==> src/rtl/dma_pkg.sv <==
// Shared types for the RAM-to-stream DMA: FSM states and the output FIFO entry.
// Optional checksum output is enabled by defining RAM2STREAM_CHECKSUM_EN.
package dma_pkg;

    typedef enum logic [1:0] {
        IDLE,
        READ,
        DRAIN,
        FINISH
    } dma_state_t;

    localparam int FIFO_DEPTH       = 2;
    localparam int FIFO_CNT_WIDTH   = $clog2(FIFO_DEPTH + 1);
    localparam int ENTRY_DATA_WIDTH = 8;

    typedef struct packed {
        logic [ENTRY_DATA_WIDTH-1:0] data;
        logic                        last;
    } fifo_entry_t;

endpackage

==> src/rtl/stream_fifo2.sv <==
// Two-entry FIFO with a registered head; the caller guarantees no push when full
// and no pop when empty.
import dma_pkg::*;

module stream_fifo2 (
    input  logic                      clk,
    input  logic                      reset,
    input  logic                      push,
    input  logic                      pop,
    input  fifo_entry_t               din,
    output fifo_entry_t               head,
    output logic [FIFO_CNT_WIDTH-1:0] count
);

    fifo_entry_t               slot_reg [FIFO_DEPTH];
    logic [FIFO_CNT_WIDTH-1:0] count_reg;

    always_ff @(posedge clk) begin
        if (!reset) begin
            count_reg <= '0;
            for (int i = 0; i < FIFO_DEPTH; i++) begin
                slot_reg[i] <= '0;
            end
        end else begin
            count_reg <= count_reg + FIFO_CNT_WIDTH'(push) - FIFO_CNT_WIDTH'(pop);
            case ({push, pop})
                2'b10: slot_reg[count_reg[0]] <= din;
                2'b01: slot_reg[0] <= slot_reg[1];
                2'b11: begin
                    // Simultaneous push/pop: a single resident entry is replaced in place.
                    if (count_reg == FIFO_CNT_WIDTH'(1)) begin
                        slot_reg[0] <= din;
                    end else begin
                        slot_reg[0] <= slot_reg[1];
                        slot_reg[1] <= din;
                    end
                end
                default: ;
            endcase
        end
    end

    assign head  = slot_reg[0];
    assign count = count_reg;

endmodule

==> src/rtl/ram2stream_dma.sv <==
// Reads num_elements words from a synchronous-read RAM and streams them out with m_last.
// Define RAM2STREAM_CHECKSUM_EN to add a running modulo-2^DATA_WIDTH checksum output.
import dma_pkg::*;

module ram2stream_dma #(
    parameter int  DATA_WIDTH = ENTRY_DATA_WIDTH,
    parameter int  DEPTH      = 256,
    localparam int ADDR_WIDTH = $clog2(DEPTH)
) (
    input  logic                  clk,
    input  logic                  reset,
    input  logic                  start,
    input  logic [ADDR_WIDTH-1:0] src_addr,
    input  logic [ADDR_WIDTH:0]   num_elements,
    output logic                  busy,
    output logic                  done,
    output logic                  mem_rd_en,
    output logic [ADDR_WIDTH-1:0] mem_rd_addr,
    input  logic [DATA_WIDTH-1:0] mem_rd_data,
    output logic                  m_valid,
    input  logic                  m_ready,
    output logic [DATA_WIDTH-1:0] m_data,
    output logic                  m_last
`ifdef RAM2STREAM_CHECKSUM_EN
    ,
    output logic [DATA_WIDTH-1:0] checksum
`endif
);

    dma_state_t                state_reg;
    dma_state_t                state_next;
    logic [ADDR_WIDTH-1:0]     rd_addr_reg;
    logic [ADDR_WIDTH-1:0]     rd_addr_next;
    logic [ADDR_WIDTH:0]       issue_left_reg;
    logic                      inflight_reg;
    logic                      inflight_last_reg;
    logic [FIFO_CNT_WIDTH-1:0] fifo_count;
    logic [FIFO_CNT_WIDTH:0]   occupancy;
    fifo_entry_t               push_entry;
    fifo_entry_t               head_entry;
    logic                      start_accept;
    logic                      pop;
    logic                      last_issue;

    assign start_accept = (state_reg == IDLE) && start;
    assign pop          = m_valid && m_ready;

    // Reserve a FIFO slot for every read in flight; a same-cycle pop frees one (m_ready -> mem_rd_en path).
    assign occupancy  = (FIFO_CNT_WIDTH+1)'(fifo_count) + (FIFO_CNT_WIDTH+1)'(inflight_reg)
                      - (FIFO_CNT_WIDTH+1)'(pop);
    assign mem_rd_en  = (state_reg == READ) && (occupancy < (FIFO_CNT_WIDTH+1)'(FIFO_DEPTH));
    assign last_issue = mem_rd_en && (issue_left_reg == (ADDR_WIDTH+1)'(1));

    assign rd_addr_next = (rd_addr_reg == ADDR_WIDTH'(DEPTH - 1)) ? '0
                                                                  : rd_addr_reg + ADDR_WIDTH'(1);

    assign mem_rd_addr = rd_addr_reg;
    assign busy        = (state_reg == READ) || (state_reg == DRAIN);
    assign done        = (state_reg == FINISH);
    assign m_valid     = (fifo_count != '0);
    assign m_data      = DATA_WIDTH'(head_entry.data);
    assign m_last      = m_valid && head_entry.last;

    assign push_entry.data = ENTRY_DATA_WIDTH'(mem_rd_data);
    assign push_entry.last = inflight_last_reg;

    always_comb begin
        state_next = state_reg;
        case (state_reg)
            IDLE: begin
                if (start) begin
                    state_next = (num_elements == '0) ? FINISH : READ;
                end
            end
            READ:    if (last_issue) state_next = DRAIN;
            DRAIN:   if (pop && m_last) state_next = FINISH;
            FINISH:  state_next = IDLE;
            default: state_next = IDLE;
        endcase
    end

    always_ff @(posedge clk) begin
        if (!reset) begin
            state_reg         <= IDLE;
            rd_addr_reg       <= '0;
            issue_left_reg    <= '0;
            inflight_reg      <= 1'b0;
            inflight_last_reg <= 1'b0;
        end else begin
            state_reg         <= state_next;
            inflight_reg      <= mem_rd_en;
            inflight_last_reg <= last_issue;
            if (start_accept) begin
                rd_addr_reg    <= src_addr;
                issue_left_reg <= num_elements;
            end else if (mem_rd_en) begin
                rd_addr_reg    <= rd_addr_next;
                issue_left_reg <= issue_left_reg - (ADDR_WIDTH+1)'(1);
            end
        end
    end

    stream_fifo2 u_fifo (
        .clk   (clk),
        .reset (reset),
        .push  (inflight_reg),
        .pop   (pop),
        .din   (push_entry),
        .head  (head_entry),
        .count (fifo_count)
    );

`ifdef RAM2STREAM_CHECKSUM_EN
    logic [DATA_WIDTH-1:0] checksum_reg;

    always_ff @(posedge clk) begin
        if (!reset) begin
            checksum_reg <= '0;
        end else if (start_accept) begin
            checksum_reg <= '0;
        end else if (pop) begin
            checksum_reg <= checksum_reg + m_data;
        end
    end

    assign checksum = checksum_reg;
`endif

endmodule

==> config.mk <==
export PLATFORM = sky130hd
export DESIGN_NAME = ram2stream_dma
export DESIGN_NICKNAME = d
export VERILOG_FILES = /design/src/rtl/dma_pkg.sv /design/src/rtl/stream_fifo2.sv /design/src/rtl/ram2stream_dma.sv
export SDC_FILE = /design/constraint.sdc
export NUM_CORES = 1
export LEC_CHECK = 0
export CAP_MARGIN = 20
export CORE_MARGIN = 10
export CORE_UTILIZATION = 45
export CTS_CLUSTER_SIZE = 30
export DETAILED_ROUTE_END_ITERATION = 12
export GPL_TIMING_DRIVEN = 0
export PLACE_DENSITY = 0.74
export SKIP_LAST_GASP = 1
export SLEW_MARGIN = 20
export SYNTH_ARGS = -nofsm -noshare
export SYNTH_HDL_FRONTEND = slang
export SYNTH_HIERARCHICAL = 1
export SYNTH_SLANG_ARGS = --single-unit
==> constraint.sdc <==
create_clock -name clk -period 2.8 [get_ports clk]
set_input_delay 0.28 -clock clk [delete_from_list [all_inputs] [get_ports clk]]
set_output_delay 0.28 -clock clk [all_outputs]
set_load 0.005 [all_outputs]
==> impl.org <==
** Run status
- The run finished with clean final reports.

** STA
- Once routing completed, OpenROAD measured the worst setup slack at 0.1012 ns.
- Slew margin rel. :: 41.22%
- For the pin with the worst max-slew slack, the measured transition is 0.8758 ns.
- Fin Clk Skew :: 0.01031 ns
- Setup repair after global routing left no endpoint under its margin.
- Counting I/O delays and the setup requirement, the final critical path takes 2.699 ns.
- Max-slew violation total from the final report :: 0
- The hold violation count in the final report was 0.
- Based on the critical path, the design can be clocked at up to 370.5 MHz.
- Worst hold slack :: 0.5233 ns
- Dividing the final minimum period by the clock period gives 96.38%.
- Setup violations remaining at the end of the flow were counted as 0.

** Route
- Wirelength, routed :: 6755 µm
- For this run, design rule violations remaining after detail routing come to 0.
- After detailed routing, the average wire length per cell comes to 17.14 µm.
- Number of nets still failing antenna checks after routing :: 0
- For this block, the initial DRC count from the detailed router was 138.
- Vias post-DR :: 2258
- Iteration count of the initial detailed-routing pass :: 4
- Dividing the detail-routed via count by the number of cells gives 5.731.

** Run
- Maximum Capacitance Violations :: 0

** Logic synthesis
- Post-synth net total :: 299
- The synthesized design contains 18 enable-type register cells.
- The synthesized design contains 41 register bits.
- List of most frequent post-synthesis cells :: 24 x sky130_fd_sc_hd__a21oi_1, 23 x sky130_fd_sc_hd__dfxtp_1, 23 x sky130_fd_sc_hd__o21ai_0
- In this run, distinct cell masters in the synthesized netlist total 55.
- Main area contributors after synthesis :: sky130_fd_sc_hd__edfxtp_1 22%, sky130_fd_sc_hd__dfxtp_1 19%, sky130_fd_sc_hd__ha_1 5.6%
- Warnings, synthesis :: 6
- Cell Area, Synth :: 2441 µm²
- Top_reg_cell synth :: sky130_fd_sc_hd__dfxtp_1
- After synthesis, the largest area contributor takes up 22.14% of total cell area.
- A synthesized cell averages 9.462 µm².
- Of all flip-flops after synthesis, the portion carrying an async set or reset was 0%.
- The synthesized design spends more area on one cell type than any other, namely sky130_fd_sc_hd__edfxtp_1.
- The cell count after synthesis came out at 258.
- Most used standard cell by instance count after synthesis :: sky130_fd_sc_hd__a21oi_1
- Sequential area share after synthesis :: 41.00%

** Clock tree
- The later pin in the worst-skew pair is clocked with a latency of 0.30 ns.
- Level count of the clock H-tree :: 2
- TritonCTS built the clock tree.
- Root Driver :: sky130_fd_sc_hd__clkbuf_8
- Counting every sink on the clock net gives 41.
- Clock buffers created by TritonCTS :: 5
- In this run, post-CTS hold repair placed 0 buffers.
- Clock-pin slew was measured on the worst setup and hold paths at 0.09 ns.
- No sink is reached through more buffers than the 2 on the longest clock path.

** Pwr
- Power Total :: 2.991 mW
- Ratio of total power to cell area :: 910.2 nW/µm²
- IR analysis of the VDD net gives a maximum drop of 0.4870 mV.
- The analysis attributes to cell leakage a power of 1.172 nW.

** Layout
- Ratio of cells with drive above 1 in the final layout :: 13.58%
- Total area of multi-input combinational cells :: 1391 µm²
- Area Overhead vs Synth :: 34.60%
- Number of antenna cells inserted :: 0
- The register with the most flip-flops in the layout has 18 of them.
- Post-route cell area :: 3286 µm²
- # fillers :: 428
- Number of non-filler instances in the completed layout :: 394
- Summing all flip-flop and latch instances after layout gives 1008 µm².
- NumNets Final :: 364

** Global routing
- The number of global-route vias before repair came to 2305.
- Maximum number of pins on one net before global-route repair :: 15
- The first global-routing pass estimated 11210 µm of wire.
- Global-route congestion overflow total :: 0
- Global routing consumed, over all layers together, 15.70% of the routing resources.
- Antenna violations before repair :: 0

** Worst setup path
- On the worst path, the slowest cell contributes a delay of 0.55 ns.
- In this run the worst path has a maximum fanout of 4.
- Top cell by count, worst path :: sky130_fd_sc_hd__and2_4
- The worst setup path is of the reg -> out kind.
- Worst EP arrival :: 2.42 ns
- The worst setup path is launched from a flop.
- The signal on the critical path passes through or2_4 > and2_4 > ha_4 > nand2b_4 > fa_2 > and2_4 > nand2_8 > clkinv_4 > clkdlybuf4s15_2.
- The slowest stage of the critical path is the sky130_fd_sc_hd__fa_2 cell.
- For the worst setup path, the data required time is 2.52 ns.
- Kind of end point of the critical path :: primary output

** Placed design
- Cell area after placement :: 3025 µm²
- Number of buffers inserted by port buffering :: 49
- Global placement routability congestion :: 0.8437
- Place WS :: -0.5146 ns
- The number of placed instances, taps included, is 377.
- Detailed placement ended at an HPWL of 4542 µm.

** Floorplan
- Die extent in x :: 93.65 µm
- Pin placement for this block handled 50 I/O pins.
- The die covers 8770 µm².
- CORE AREA :: 5172 µm²
- In this run the vertical extent of the chip is 93.65 µm.
- Starting density of the core :: 47.19%
- Number of standard-cell rows in the floorplan :: 26

** Min path
- In this run the worst hold path is classified as reg -> reg.
## path summary, 6_finish.rpt
path	startpoint	end	slack (ns)	depth (start not counted)
max	u_fifo/count[1]	mem_rd_en	0.10	9
min	issue_left_reg[8]	issue_left_reg[8]	0.52	2
max reg2reg	u_fifo/count[1]	state_reg[0]	0.15	11
min reg2reg	issue_left_reg[8]	issue_left_reg[8]	0.52	2
## stage by stage
stage | utilization [%] | TNS [ns]
after floorplan | - | 0
after global placement | 58.49 | -1.773
after detailed placement | 58.49 | -2.022
after CTS | 63.21 | 0
after global routing | 63.52 | 0
final | 63.52 | 0
## critical path: cells and delay by family, from the launching register on
family | cells | cell delay (ns)
buf+inv | 2 | 0.25
fa+ha+maj | 2 | 0.75
simple gates | 5 | 0.77
flops | 1 | 0.35
## area by class of cell
class	count	area share (%)
buffer	11	2.133
clock buffer	5	2.094
clock inverter	3	1.409
inverter	11	1.409
multi-input combinational	194	42.35
sequential	41	30.69
tap	70	2.666
timing repair buffer	59	17.25
## cell families (layout without fill, tap and decap cells)
logic type | Yosys count | count (layout) | share of synthesized area (%)
adders and majority gates | 12 | 12 | 6.458
muxes | 1 | 1 | 0.4101
AOI/OAI and AO/OA | 82 | 82 | 20.91
DFF | 41 | 41 | 41.00
xor gates and xnor gates | 13 | 13 | 5.280
and+or+nand+nor | 86 | 86 | 21.17
buffers and inverters | 23 | 89 | 4.766
## where the power goes
group | switching [mW] | leakage [nW] | internal (mW)
Clock | 0.222 | 0.0543 | 0.267
Combinational | 0.804 | 0.739 | 0.750
Sequential | 0.142 | 0.379 | 0.805
## placed cells by master, fill, tap and decap left out, types with 3 or more instances in the layout
master / synthesis / layout
sky130_fd_sc_hd__clkbuf_1: 4 / 4
sky130_fd_sc_hd__nor3_1: 4 / 4
sky130_fd_sc_hd__nor4_1: 8 / 8
sky130_fd_sc_hd__dfxtp_1: 23 / 21
sky130_fd_sc_hd__nand3_1: 8 / 8
sky130_fd_sc_hd__edfxtp_1: 18 / 18
sky130_fd_sc_hd__nor2b_1: 3 / 3
sky130_fd_sc_hd__a31oi_1: 4 / 4
sky130_fd_sc_hd__clkdlybuf4s50_1: 0 / 48
sky130_fd_sc_hd__inv_1: 10 / 10
sky130_fd_sc_hd__and2_1: 16 / 15
sky130_fd_sc_hd__nand4_1: 4 / 4
sky130_fd_sc_hd__nand3b_1: 3 / 3
sky130_fd_sc_hd__ha_1: 11 / 10
sky130_fd_sc_hd__clkbuf_8: 0 / 5
sky130_fd_sc_hd__buf_2: 5 / 4
sky130_fd_sc_hd__nor2_1: 9 / 9
sky130_fd_sc_hd__xnor2_1: 9 / 9
sky130_fd_sc_hd__a2bb2oi_1: 9 / 9
sky130_fd_sc_hd__buf_4: 0 / 10
sky130_fd_sc_hd__o211ai_1: 11 / 11
sky130_fd_sc_hd__nand2_1: 11 / 11
sky130_fd_sc_hd__a21oi_1: 24 / 24
sky130_fd_sc_hd__o21ai_0: 23 / 23
## what timing repair did
action / CTS / global route
pin swaps: 3 / 1
buffers inserted: 10 / 0
endpoints found under the hold margin: 0 / 0
gates resized for setup: 16 / 2
endpoints found under the setup margin: 13 / 6
## per-layer routing
metal	up-vias	part of all wire, %	wire, µm	GRT usage (%)
met5	-	0	0	0
met4	0	1.0	68	5.443
met3	8	8.1	544	4.396
met2	102	49	3307	26.51
met1	1063	42	2834	18.66
li1	1085	-	-	-
No activity file was read; power rests on OpenSTA's default activity.
